[config.mk]
export PLATFORM = sky130hd
export DESIGN_NAME = video_box_overlay
export DESIGN_NICKNAME = d
export VERILOG_FILES = /design/src/rtl/video_box_overlay.sv
export SDC_FILE = /design/constraint.sdc
export NUM_CORES = 2
export LEC_CHECK = 0
export CAP_MARGIN = 5
export CORE_UTILIZATION = 40
export CTS_CLUSTER_DIAMETER = 200
export DETAILED_ROUTE_END_ITERATION = 10
export GPL_TIMING_DRIVEN = 0
export PLACE_DENSITY = 0.64
export SLEW_MARGIN = 20
export SYNTH_ARGS = -nofsm -noshare
export SYNTH_HDL_FRONTEND = slang
export SYNTH_SLANG_ARGS = --single-unit
[constraint.sdc]
create_clock -name clk -period 4.2 [get_ports clk]
set_input_delay 1.26 -clock clk [delete_from_list [all_inputs] [get_ports clk]]
set_output_delay 1.26 -clock clk [all_outputs]
set_load 0.02 [all_outputs]
[src/rtl/video_box_overlay.sv]
// Multi-box OSD overlay: N_BOX double-buffered rectangles (outline or filled,
// replace or 50% blend) mixed onto the video path through a fixed 4-stage pipe.
module video_box_overlay #(
  parameter int N_BOX   = 4,
  parameter int W_PIX   = 24,
  parameter int W_COORD = 12,
  parameter int W_THK   = 4,
  localparam int W_IDX  = (N_BOX > 1) ? $clog2(N_BOX) : 1
) (
  input  logic               clk,
  input  logic               rstn,
  input  logic               vsync,
  input  logic               hsync,
  input  logic               de,
  input  logic [W_PIX-1:0]   data,
  input  logic               cfg_we,
  input  logic [W_IDX-1:0]   cfg_idx,
  input  logic               cfg_en,
  input  logic               cfg_blend,
  input  logic [W_COORD-1:0] cfg_x,
  input  logic [W_COORD-1:0] cfg_y,
  input  logic [W_COORD-1:0] cfg_w,
  input  logic [W_COORD-1:0] cfg_h,
  input  logic [W_THK-1:0]   cfg_thick,
  input  logic [W_PIX-1:0]   cfg_color,
  output logic               vsync_o,
  output logic               hsync_o,
  output logic               de_o,
  output logic [W_PIX-1:0]   data_o,
  output logic               cfg_commit
);

  localparam int CW     = W_COORD + 1;
  localparam int N_LANE = W_PIX / 8;
  localparam logic [W_COORD-1:0] COORD_MAX = {W_COORD{1'b1}};

  // Sums are one bit wider than coordinates so boxes past the edge clip instead of wrapping.
  function automatic logic box_hit(
    input logic [W_COORD-1:0] px, input logic [W_COORD-1:0] py,
    input logic [W_COORD-1:0] bx, input logic [W_COORD-1:0] by,
    input logic [W_COORD-1:0] bw, input logic [W_COORD-1:0] bh,
    input logic [W_THK-1:0]   t
  );
    logic [CW-1:0] xe, ye, x0, y0, x1, y1, te, t2;
    logic          outer, inner_ok, inner;
    xe       = {1'b0, px};
    ye       = {1'b0, py};
    x0       = {1'b0, bx};
    y0       = {1'b0, by};
    x1       = x0 + {1'b0, bw};
    y1       = y0 + {1'b0, bh};
    te       = CW'(t);
    t2       = {te[CW-2:0], 1'b0};
    outer    = (xe >= x0) && (xe < x1) && (ye >= y0) && (ye < y1);
    inner_ok = (t != {W_THK{1'b0}}) && (t2 < {1'b0, bw}) && (t2 < {1'b0, bh});
    inner    = (xe >= x0 + te) && (xe < x1 - te) && (ye >= y0 + te) && (ye < y1 - te);
    return outer && !(inner_ok && inner);
  endfunction

  function automatic logic [7:0] lane_avg(input logic [7:0] a, input logic [7:0] b);
    logic [8:0] sum;
    sum = {1'b0, a} + {1'b0, b};
    return sum[8:1];
  endfunction

  logic               vsync_prev_r, de_prev_r;
  logic [W_COORD-1:0] x_cnt_r, y_cnt_r;
  logic               vsync_rise_s, de_fall_s;

  logic               pend_en_r    [N_BOX];
  logic               pend_blend_r [N_BOX];
  logic [W_COORD-1:0] pend_x_r     [N_BOX];
  logic [W_COORD-1:0] pend_y_r     [N_BOX];
  logic [W_COORD-1:0] pend_w_r     [N_BOX];
  logic [W_COORD-1:0] pend_h_r     [N_BOX];
  logic [W_THK-1:0]   pend_thick_r [N_BOX];
  logic [W_PIX-1:0]   pend_color_r [N_BOX];
  logic               act_en_r     [N_BOX];
  logic               act_blend_r  [N_BOX];
  logic [W_COORD-1:0] act_x_r      [N_BOX];
  logic [W_COORD-1:0] act_y_r      [N_BOX];
  logic [W_COORD-1:0] act_w_r      [N_BOX];
  logic [W_COORD-1:0] act_h_r      [N_BOX];
  logic [W_THK-1:0]   act_thick_r  [N_BOX];
  logic [W_PIX-1:0]   act_color_r  [N_BOX];

  logic               s1_vs_r, s1_hs_r, s1_de_r;
  logic [W_PIX-1:0]   s1_data_r;
  logic [W_COORD-1:0] s1_x_r, s1_y_r;
  logic               s2_vs_r, s2_hs_r, s2_de_r;
  logic [W_PIX-1:0]   s2_data_r;
  logic [N_BOX-1:0]   s2_hit_r;
  logic               s3_vs_r, s3_hs_r, s3_de_r, s3_hit_r, s3_blend_r;
  logic [W_PIX-1:0]   s3_data_r, s3_color_r;

  logic [N_BOX-1:0]   hit_s;
  logic               sel_hit_s, sel_blend_s;
  logic [W_PIX-1:0]   sel_color_s, blend_s, mix_s;

  assign vsync_rise_s = vsync & ~vsync_prev_r;
  assign de_fall_s    = ~de & de_prev_r;

  // Active-area x/y counters; y clears on the same edge that commits config.
  always_ff @(posedge clk or negedge rstn) begin
    if (!rstn) begin
      vsync_prev_r <= 1'b0;
      de_prev_r    <= 1'b0;
      x_cnt_r      <= {W_COORD{1'b0}};
      y_cnt_r      <= {W_COORD{1'b0}};
    end else begin
      vsync_prev_r <= vsync;
      de_prev_r    <= de;
      if (de_fall_s)
        x_cnt_r <= {W_COORD{1'b0}};
      else if (de && (x_cnt_r != COORD_MAX))
        x_cnt_r <= x_cnt_r + {{(W_COORD-1){1'b0}}, 1'b1};
      if (vsync_rise_s)
        y_cnt_r <= {W_COORD{1'b0}};
      else if (de_fall_s && (y_cnt_r != COORD_MAX))
        y_cnt_r <= y_cnt_r + {{(W_COORD-1){1'b0}}, 1'b1};
    end
  end

  // Pending banks take writes; active banks copy the pre-write pending value on vsync rise.
  always_ff @(posedge clk or negedge rstn) begin
    if (!rstn) begin
      for (int i = 0; i < N_BOX; i++) begin
        pend_en_r[i]    <= 1'b0;
        pend_blend_r[i] <= 1'b0;
        pend_x_r[i]     <= {W_COORD{1'b0}};
        pend_y_r[i]     <= {W_COORD{1'b0}};
        pend_w_r[i]     <= {W_COORD{1'b0}};
        pend_h_r[i]     <= {W_COORD{1'b0}};
        pend_thick_r[i] <= {W_THK{1'b0}};
        pend_color_r[i] <= {W_PIX{1'b0}};
        act_en_r[i]     <= 1'b0;
        act_blend_r[i]  <= 1'b0;
        act_x_r[i]      <= {W_COORD{1'b0}};
        act_y_r[i]      <= {W_COORD{1'b0}};
        act_w_r[i]      <= {W_COORD{1'b0}};
        act_h_r[i]      <= {W_COORD{1'b0}};
        act_thick_r[i]  <= {W_THK{1'b0}};
        act_color_r[i]  <= {W_PIX{1'b0}};
      end
      cfg_commit <= 1'b0;
    end else begin
      for (int i = 0; i < N_BOX; i++) begin
        if (cfg_we && (cfg_idx == W_IDX'(i))) begin
          pend_en_r[i]    <= cfg_en;
          pend_blend_r[i] <= cfg_blend;
          pend_x_r[i]     <= cfg_x;
          pend_y_r[i]     <= cfg_y;
          pend_w_r[i]     <= cfg_w;
          pend_h_r[i]     <= cfg_h;
          pend_thick_r[i] <= cfg_thick;
          pend_color_r[i] <= cfg_color;
        end
        if (vsync_rise_s) begin
          act_en_r[i]    <= pend_en_r[i];
          act_blend_r[i] <= pend_blend_r[i];
          act_x_r[i]     <= pend_x_r[i];
          act_y_r[i]     <= pend_y_r[i];
          act_w_r[i]     <= pend_w_r[i];
          act_h_r[i]     <= pend_h_r[i];
          act_thick_r[i] <= pend_thick_r[i];
          act_color_r[i] <= pend_color_r[i];
        end
      end
      cfg_commit <= vsync_rise_s;
    end
  end

  // Per-box hit flags for the pixel held in stage 1.
  always_comb begin
    hit_s = {N_BOX{1'b0}};
    for (int i = 0; i < N_BOX; i++)
      hit_s[i] = act_en_r[i] & s1_de_r &
                 box_hit(s1_x_r, s1_y_r, act_x_r[i], act_y_r[i],
                         act_w_r[i], act_h_r[i], act_thick_r[i]);
  end

  // Priority select: scanning from the top index down lets box 0 win.
  always_comb begin
    sel_hit_s   = 1'b0;
    sel_blend_s = 1'b0;
    sel_color_s = {W_PIX{1'b0}};
    for (int i = N_BOX - 1; i >= 0; i--) begin
      sel_color_s = s2_hit_r[i] ? act_color_r[i] : sel_color_s;
      sel_blend_s = s2_hit_r[i] ? act_blend_r[i] : sel_blend_s;
      sel_hit_s   = s2_hit_r[i] | sel_hit_s;
    end
  end

  // Mixer: pass-through, replace, or per-lane truncated average.
  always_comb begin
    blend_s = {W_PIX{1'b0}};
    mix_s   = s3_data_r;
    for (int l = 0; l < N_LANE; l++)
      blend_s[l*8 +: 8] = lane_avg(s3_data_r[l*8 +: 8], s3_color_r[l*8 +: 8]);
    if (!s3_hit_r)
      mix_s = s3_data_r;
    else if (s3_blend_r)
      mix_s = blend_s;
    else
      mix_s = s3_color_r;
  end

  // Four-stage pipe; timing rides alongside data so all outputs line up.
  always_ff @(posedge clk or negedge rstn) begin
    if (!rstn) begin
      s1_vs_r    <= 1'b0;
      s1_hs_r    <= 1'b0;
      s1_de_r    <= 1'b0;
      s1_data_r  <= {W_PIX{1'b0}};
      s1_x_r     <= {W_COORD{1'b0}};
      s1_y_r     <= {W_COORD{1'b0}};
      s2_vs_r    <= 1'b0;
      s2_hs_r    <= 1'b0;
      s2_de_r    <= 1'b0;
      s2_data_r  <= {W_PIX{1'b0}};
      s2_hit_r   <= {N_BOX{1'b0}};
      s3_vs_r    <= 1'b0;
      s3_hs_r    <= 1'b0;
      s3_de_r    <= 1'b0;
      s3_data_r  <= {W_PIX{1'b0}};
      s3_hit_r   <= 1'b0;
      s3_blend_r <= 1'b0;
      s3_color_r <= {W_PIX{1'b0}};
      vsync_o    <= 1'b0;
      hsync_o    <= 1'b0;
      de_o       <= 1'b0;
      data_o     <= {W_PIX{1'b0}};
    end else begin
      s1_vs_r    <= vsync;
      s1_hs_r    <= hsync;
      s1_de_r    <= de;
      s1_data_r  <= data;
      s1_x_r     <= x_cnt_r;
      s1_y_r     <= y_cnt_r;
      s2_vs_r    <= s1_vs_r;
      s2_hs_r    <= s1_hs_r;
      s2_de_r    <= s1_de_r;
      s2_data_r  <= s1_data_r;
      s2_hit_r   <= hit_s;
      s3_vs_r    <= s2_vs_r;
      s3_hs_r    <= s2_hs_r;
      s3_de_r    <= s2_de_r;
      s3_data_r  <= s2_data_r;
      s3_hit_r   <= sel_hit_s;
      s3_blend_r <= sel_blend_s;
      s3_color_r <= sel_color_s;
      vsync_o    <= s3_vs_r;
      hsync_o    <= s3_hs_r;
      de_o       <= s3_de_r;
      data_o     <= mix_s;
    end
  end

endmodule

Yosys cells after proc, flatten, opt, wreduce, memory -nomap -nowiden
Cells that the tools add are included.
{"block": "classes", "n_mul": 0, "addsub": 29, "div_mod_pow": 0, "reduce_logical": 57, "bitwise": 15, "muxes": 14, "n_lt_le_gt_ge": 40, "n_eq_ne": 5, "shift": 0}
{"operator": "< comparator 12 x 13 -> 1 bit", "n": 16}
{"operator": "two-way mux 24 bit", "n": 6}
{"operator": "adder 12 x 12 -> 13 bit", "n": 8}
{"operator": "adder 12 x 4 -> 13 bit", "n": 8}
{"operator": "greater-or-equal comparator 12 x 13 -> 1 bit", "n": 8}
{"operator": "subtractor 13 x 4 -> 13 bit", "n": 8}
{"operator": "greater-or-equal comparator 12 bit", "n": 8}
{"operator": "< comparator 5 x 12 -> 1 bit", "n": 8}
{"operator": "two-way mux 12 bit", "n": 4}
{"operator": "logical AND 1 bit", "n": 46}
{"operator": "adder 8 x 8 -> 9 bit", "n": 3}
{"operator": "adder 12 x 1 -> 12 bit (second input constant)", "n": 2}
{"operator": "!= test 12 bit (second input constant)", "n": 2}
{"operator": "nonzero test 4 bit", "n": 4}
{"operator": "AND 1 bit", "n": 10}
{"operator": "equality test 2 bit (second input constant)", "n": 2}
{"operator": "zero test 1 bit", "n": 4}
{"operator": "two-way mux 1 bit", "n": 4}
{"operator": "nonzero test 2 bit", "n": 2}
{"operator": "OR 1 bit", "n": 3}
{"operator": "equality test 2 x 1 -> 1 bit (second input constant)", "n": 1}
{"operator": "zero test 2 bit", "n": 1}
{"operator": "NOT 1 bit", "n": 2}
{"block": "totals", "latch_bits": 0, "ram_bits": 0, "memories": 0, "mem_bits_ro": 0, "word_cells": 249, "inputBits": 110, "regBits": 811}

Depth between registers and ports, before layout
{"block": "logic_depth", "ltp_word": 10, "depth_mapped": 22, "ltp_nobuf": 22}

Least setup slack after synthesis
Ideal clock, no wire load.
{"block": "synth_path", "kind": "register -> register", "from": "register act_x_r[12] (netlist bit)", "to": "register s2_hit_r[2]", "path_stages_with_launch": 18, "required_time_ns": 4.080, "path_buffers": 0, "synth_period_minus_slack_ns": 4.285, "setup_slack_ns": -0.085, "arrival_time_ns": 4.165, "setup_ns": 0.120, "cell_sequence": "dfrtp_1 -> ha_1 -> inv_1 -> fa_1 -> inv_1 -> ha_1 -> nor2b_1 -> o21ai_0 -> nand2b_1 -> a211oi_1 -> and3_1 -> xor2_1 -> ha_1 -> or4_1 -> a211o_1 -> a221o_1 -> a211o_1 -> o211a_1"}
{"block": "synth_between", "elab_chain_len": 10}
{"element": "from (decl)", "line_no": "80", "source": "logic [W_COORD-1:0] act_x_r [N_BOX];"}
{"element": "from (signal, indexed assignment)", "line_no": "138", "source": "act_x_r[i] <= {W_COORD{1'b0}};"}
{"element": "from (signal, indexed assignment)", "line_no": "161", "source": "act_x_r[i] <= pend_x_r[i];"}
{"element": "adder 12 x 12 -> 13 bit", "line_no": "50", "source": "x1 = x0 + {1'b0, bw};"}
{"element": "subtractor 13 x 4 -> 13 bit", "line_no": "56", "source": "inner = (xe >= x0 + te) && (xe < x1 - te) && (ye >= y0 + te) && (ye < y1 - te);"}
{"element": "< comparator 12 x 13 -> 1 bit", "line_no": "56"}
{"element": "logical AND 1 bit (3 in a row)", "line_no": "56"}
{"element": "logical AND 1 bit", "line_no": "57", "source": "return outer && !(inner_ok && inner);"}
{"element": "zero test 1 bit", "line_no": "57"}
{"element": "logical AND 1 bit (*)", "line_no": "57"}
{"element": "AND 1 bit (*)", "line_no": "177", "source": "hit_s[i] = act_en_r[i] & s1_de_r &"}
{"element": "via hit_s[2]", "line_no": "96", "source": "logic [N_BOX-1:0] hit_s;"}
{"element": "to (signal assigned)", "line_no": "221", "source": "s2_hit_r <= {N_BOX{1'b0}};"}
{"element": "to (signal assigned)", "line_no": "244", "source": "s2_hit_r <= hit_s;"}
{"element": "to (decl)", "line_no": "92", "source": "logic [N_BOX-1:0] s2_hit_r;"}
Mark *: on every way through the listed nets, which the timed path passes. The rest lies on a longest branch.
A chain may end at the register's enable or synchronous reset.

Worst setup path in the final report
{"block": "layout_path", "from": "register act_h_r[24] (netlist bit)", "to": "register s2_hit_r[1]"}
{"block": "layout_between", "elab_chain_len": 8}
{"element": "from (decl)", "line_no": "83", "source": "logic [W_COORD-1:0] act_h_r [N_BOX];"}
{"element": "from (signal, indexed assignment)", "line_no": "141", "source": "act_h_r[i] <= {W_COORD{1'b0}};"}
{"element": "from (signal, indexed assignment)", "line_no": "164", "source": "act_h_r[i] <= pend_h_r[i];"}
{"element": "adder 12 x 12 -> 13 bit", "line_no": "51", "source": "y1 = y0 + {1'b0, bh};"}
{"element": "subtractor 13 x 4 -> 13 bit", "line_no": "56"}
{"element": "< comparator 12 x 13 -> 1 bit", "line_no": "56"}
{"element": "logical AND 1 bit", "line_no": "56"}
{"element": "logical AND 1 bit", "line_no": "57"}
{"element": "zero test 1 bit", "line_no": "57"}
{"element": "logical AND 1 bit (*)", "line_no": "57"}
{"element": "AND 1 bit (*)", "line_no": "177"}
{"element": "via hit_s[1]", "line_no": "96"}
Marked as above.

==> impl_metrics.tcl <==
set metrics [dict create \
    postRouteAntennaNets 0 \
    power-per-cell-area_nw_per_um2 565 \
    antenna_found_initial 15 \
    cap_violations 0 \
    timing.final.ws_setup_ns -0.242 \
    cts_tree "yes" \
    cts.clk_slew.worst_paths_ns 0.06 \
    numCtsBuffers 89 \
    hold_viol 0 \
    crit_path_max_incr_delay_ns 0.55 \
    syn-num-nets 5129 \
    worst_pin_slew_ns 1.27 \
    wire_per_inst_um 21.9 \
    synth_area_leader_cell "dfrtp_1" \
    grt_pass1_wl_um 213000 \
    async_flop_share_pct 100 \
    drive_gt1_share_pct 17.7 \
    io_pins 138 \
    run_status "finished with violations" \
    syn2layout_area_growth_pct 15.5 \
    synth.top_cell.area_share_pct 42.6 \
    peakVddDrop_v 0.000352 \
    setup_viol 2 \
    endpoint_kind "flop" \
    place_inst 6097 \
    finalCriticalPeriod_ns 4.44 \
    hp-class "reg2reg" \
    crit_type "reg2reg" \
    reg2reg_slack_ns -0.24 \
    syn_area_um2 47700 \
    worstReg2RegStart "act_h_r[24]" \
    wl_um 138000 \
    syn_avg_cell_area_um2 10.8 \
    failed_checks "setup timing" \
    crit-reg2reg-capture "s2_hit_r[1]" \
    start_kind "flop" \
    highest_layer "met5" \
    critPathArrivalTime_ns 4.96 \
    crit_chain "ha_2 -> fa_2 -> a211o_1 -> a21oi_2 -> o21bai_1 -> xor2_2 -> or4_4 -> nand3b_1 -> xnor2_1 -> ha_1 -> and3_1 -> o2111ai_1 -> a21oi_1 -> o21ai_1 -> a21oi_2 -> a21oi_4 -> a221oi_4" \
    numClockSinks 811 \
    synthFlopType "dfrtp_1" \
    fin_cells 6297 \
    yosysMostFrequentCell "dfrtp_1" \
    holdWs_ns 0.338 \
    synth_area_leaders "dfrtp_1, ha_1, mux2_2, o21ai_0, xnor2_1" \
    rsz0062_at_grt "true" \
    critical_path.startpoint "act_h_r[24]" \
    insertion_delay_ns 0.68 \
    met1_length_um 63600 \
    synth-seq-cells 811 \
    netlist_instances 4417 \
    clockRootBuffer "clkbuf_16" \
    worstSetupEndpoint "s2_hit_r[1]" \
    die_h_um 347 \
    nets 5399 \
    drtIter0Drc 2560 \
    portBuffers 137 \
    worstPathMaxFanout 2 \
    place_congestion 0.923 \
    skew_ns 0.0327 \
    cp_common_cell "a21oi_2" \
    report.final.slew_viol_count 0 \
    synthTopCellsByCount "dfrtp_1, ha_1, mux2_2" \
    track_usage_pct 23.0 \
    hpwl_um 102000 \
    clockBufferDepth 3 \
    yosysSeqAreaShare_pct 42.6 \
    overflow 0 \
    fp.dieW_um 347 \
    initial_core_util_pct 40.4 \
    slew_headroom_pct 15.5 \
    holdBufCountCts 0 \
    core_area_um2 118000 \
    grt_start_max_net_pins 139 \
    ys_types 87 \
    synth-edff-count 0 \
    fmax_ghz 0.225 \
    rows 126 \
    cp.required_ns 4.72 \
    leakage_uw 0.0249 \
    die_area_um2 121000 \
    finalCritPeriodShare_pct 106 \
    cts_max_level 3 \
    cpMaxStageDelayCell "or4_4" \
    route.met2.wl_um 61500 \
    drc 0 \
    firstDrtPassIters 5 \
    ys_warn_count 0 \
    viasPerCell 5.60 \
    wl_met3_um 8970 \
    rr_worst_depth 17 \
    grt_pass1_vias 35146 \
    vias 35258 \
]
## cell type report
| type | instances | area, um^2 |
|---|---|---|
| well taps | 1536 | 1920 |
| multi-input cells | 3210 | 26500 |
| flip-flops and latches | 811 | 20300 |
| fillers | 10801 | 63000 |
| diodes | 4 | 10.0 |
| clock inverters | 41 | 482 |
| clock buffers | 120 | 2530 |
| inverters | 276 | 1040 |
| plain buffers | 119 | 452 |
| repair buffers | 180 | 1820 |
## state kept, by name, summed over array words and instances, names as in the netlist, 16 cells and up
| signal | cells |
|---|---|
| act_color_r | 96 |
| act_h_r | 48 |
| act_thick_r | 16 |
| act_w_r | 48 |
| act_x_r | 48 |
| act_y_r | 48 |
| data_o | 24 |
| pend_color_r | 96 |
| pend_h_r | 48 |
| pend_thick_r | 16 |
| pend_w_r | 48 |
| pend_x_r | 48 |
| pend_y_r | 48 |
| s1_data_r | 24 |
| s2_data_r | 24 |
| s3_color_r | 24 |
| s3_data_r | 24 |
## worst min path at each step
stage	startpoint	endpoint	slack [ns]	cells past startpoint
4_1_cts	s2_data_r[7]	s3_data_r[7]	0.34	0
5_1_grt	s2_data_r[7]	s3_data_r[7]	0.35	0
6_report	s2_data_r[7]	s3_data_r[7]	0.34	0
2_1_floorplan	s3_de_r	de_o	0.33	0
3_5_place_dp	s3_hs_r	hsync_o	0.33	0
3_3_place_gp	s1_data_r[0]	s2_data_r[0]	0.33	0
## worst max-delay path, delay by kind of cell (launching register included)
| family | cells | cell delay (ns) |
|---|---|---|
| fa+ha+maj | 3 | 0.91 |
| xor+xnor | 2 | 0.36 |
| compound gates | 9 | 1.72 |
| simple gates | 3 | 0.88 |
| flops | 1 | 0.42 |
## power breakdown
part / switching, uW / leakage, uW / internal (uW)
clock network: 3360 / 0.00145 / 4680
logic: 6770 / 0.0136 / 5820
registers: 1260 / 0.00981 / 9210
## what timing repair did
item,4_1_cts,5_1_grt
endpoints found under the setup margin,4,4
pin swaps,34,38
buffers inserted,21,15
gates resized for setup,73,73
## cells by family after synthesis
| kind of cell | synth area share, % |
|---|---|
| AO/OA/AOI/OAI | 12.8 |
| AND/OR/NAND/NOR | 9.03 |
| flip-flops | 42.6 |
| adder cells (fa/ha/maj) | 16.3 |
| multiplexers | 11.9 |
| buffers and inverters | 3.12 |
| XOR/XNOR | 4.30 |
## metrics by stage
| stage | instance area [um^2] | setup TNS (ns) | worst slack [ns] | total power [uW] | utilization (%) |
|---|---|---|---|---|---|
| 6_report | 55100 | -0.457 | -0.242 | 31100 | 46.6 |
| 5_1_grt | 55100 | -0.834 | -0.362 | 33400 | 46.6 |
| 4_1_cts | 54600 | -0.322 | -0.186 | 30700 | 46.3 |
| 3_5_place_dp | 51200 | -31.64 | -0.853 | 22200 | 43.3 |
| 3_3_place_gp | 51000 | - | -34.78 | 21800 | 43.2 |
| 2_1_floorplan | 47700 | 0 | 0.0239 | 19000 | - |
## cell usage in the layout (no fill, tap or decap), drive strengths merged, types with 136 or more instances in the layout
cell type / netlist / layout
nand2: 285 / 285
xnor2: 169 / 169
inv: 275 / 281
ha: 575 / 575
mux2: 494 / 494
dfrtp: 811 / 811
nor2: 188 / 188
a21oi: 239 / 239
clkbuf: 96 / 216
o21ai: 344 / 344
clkdlybuf4s50: 0 / 136
## layer usage
layer,GRT usage (%),vias to the layer above
li1,-,16414
met1,32.2,17726
met2,36.0,898
met3,4.41,210
met4,6.66,10
met5,0,-
Power figures use the tool's default switching activity.
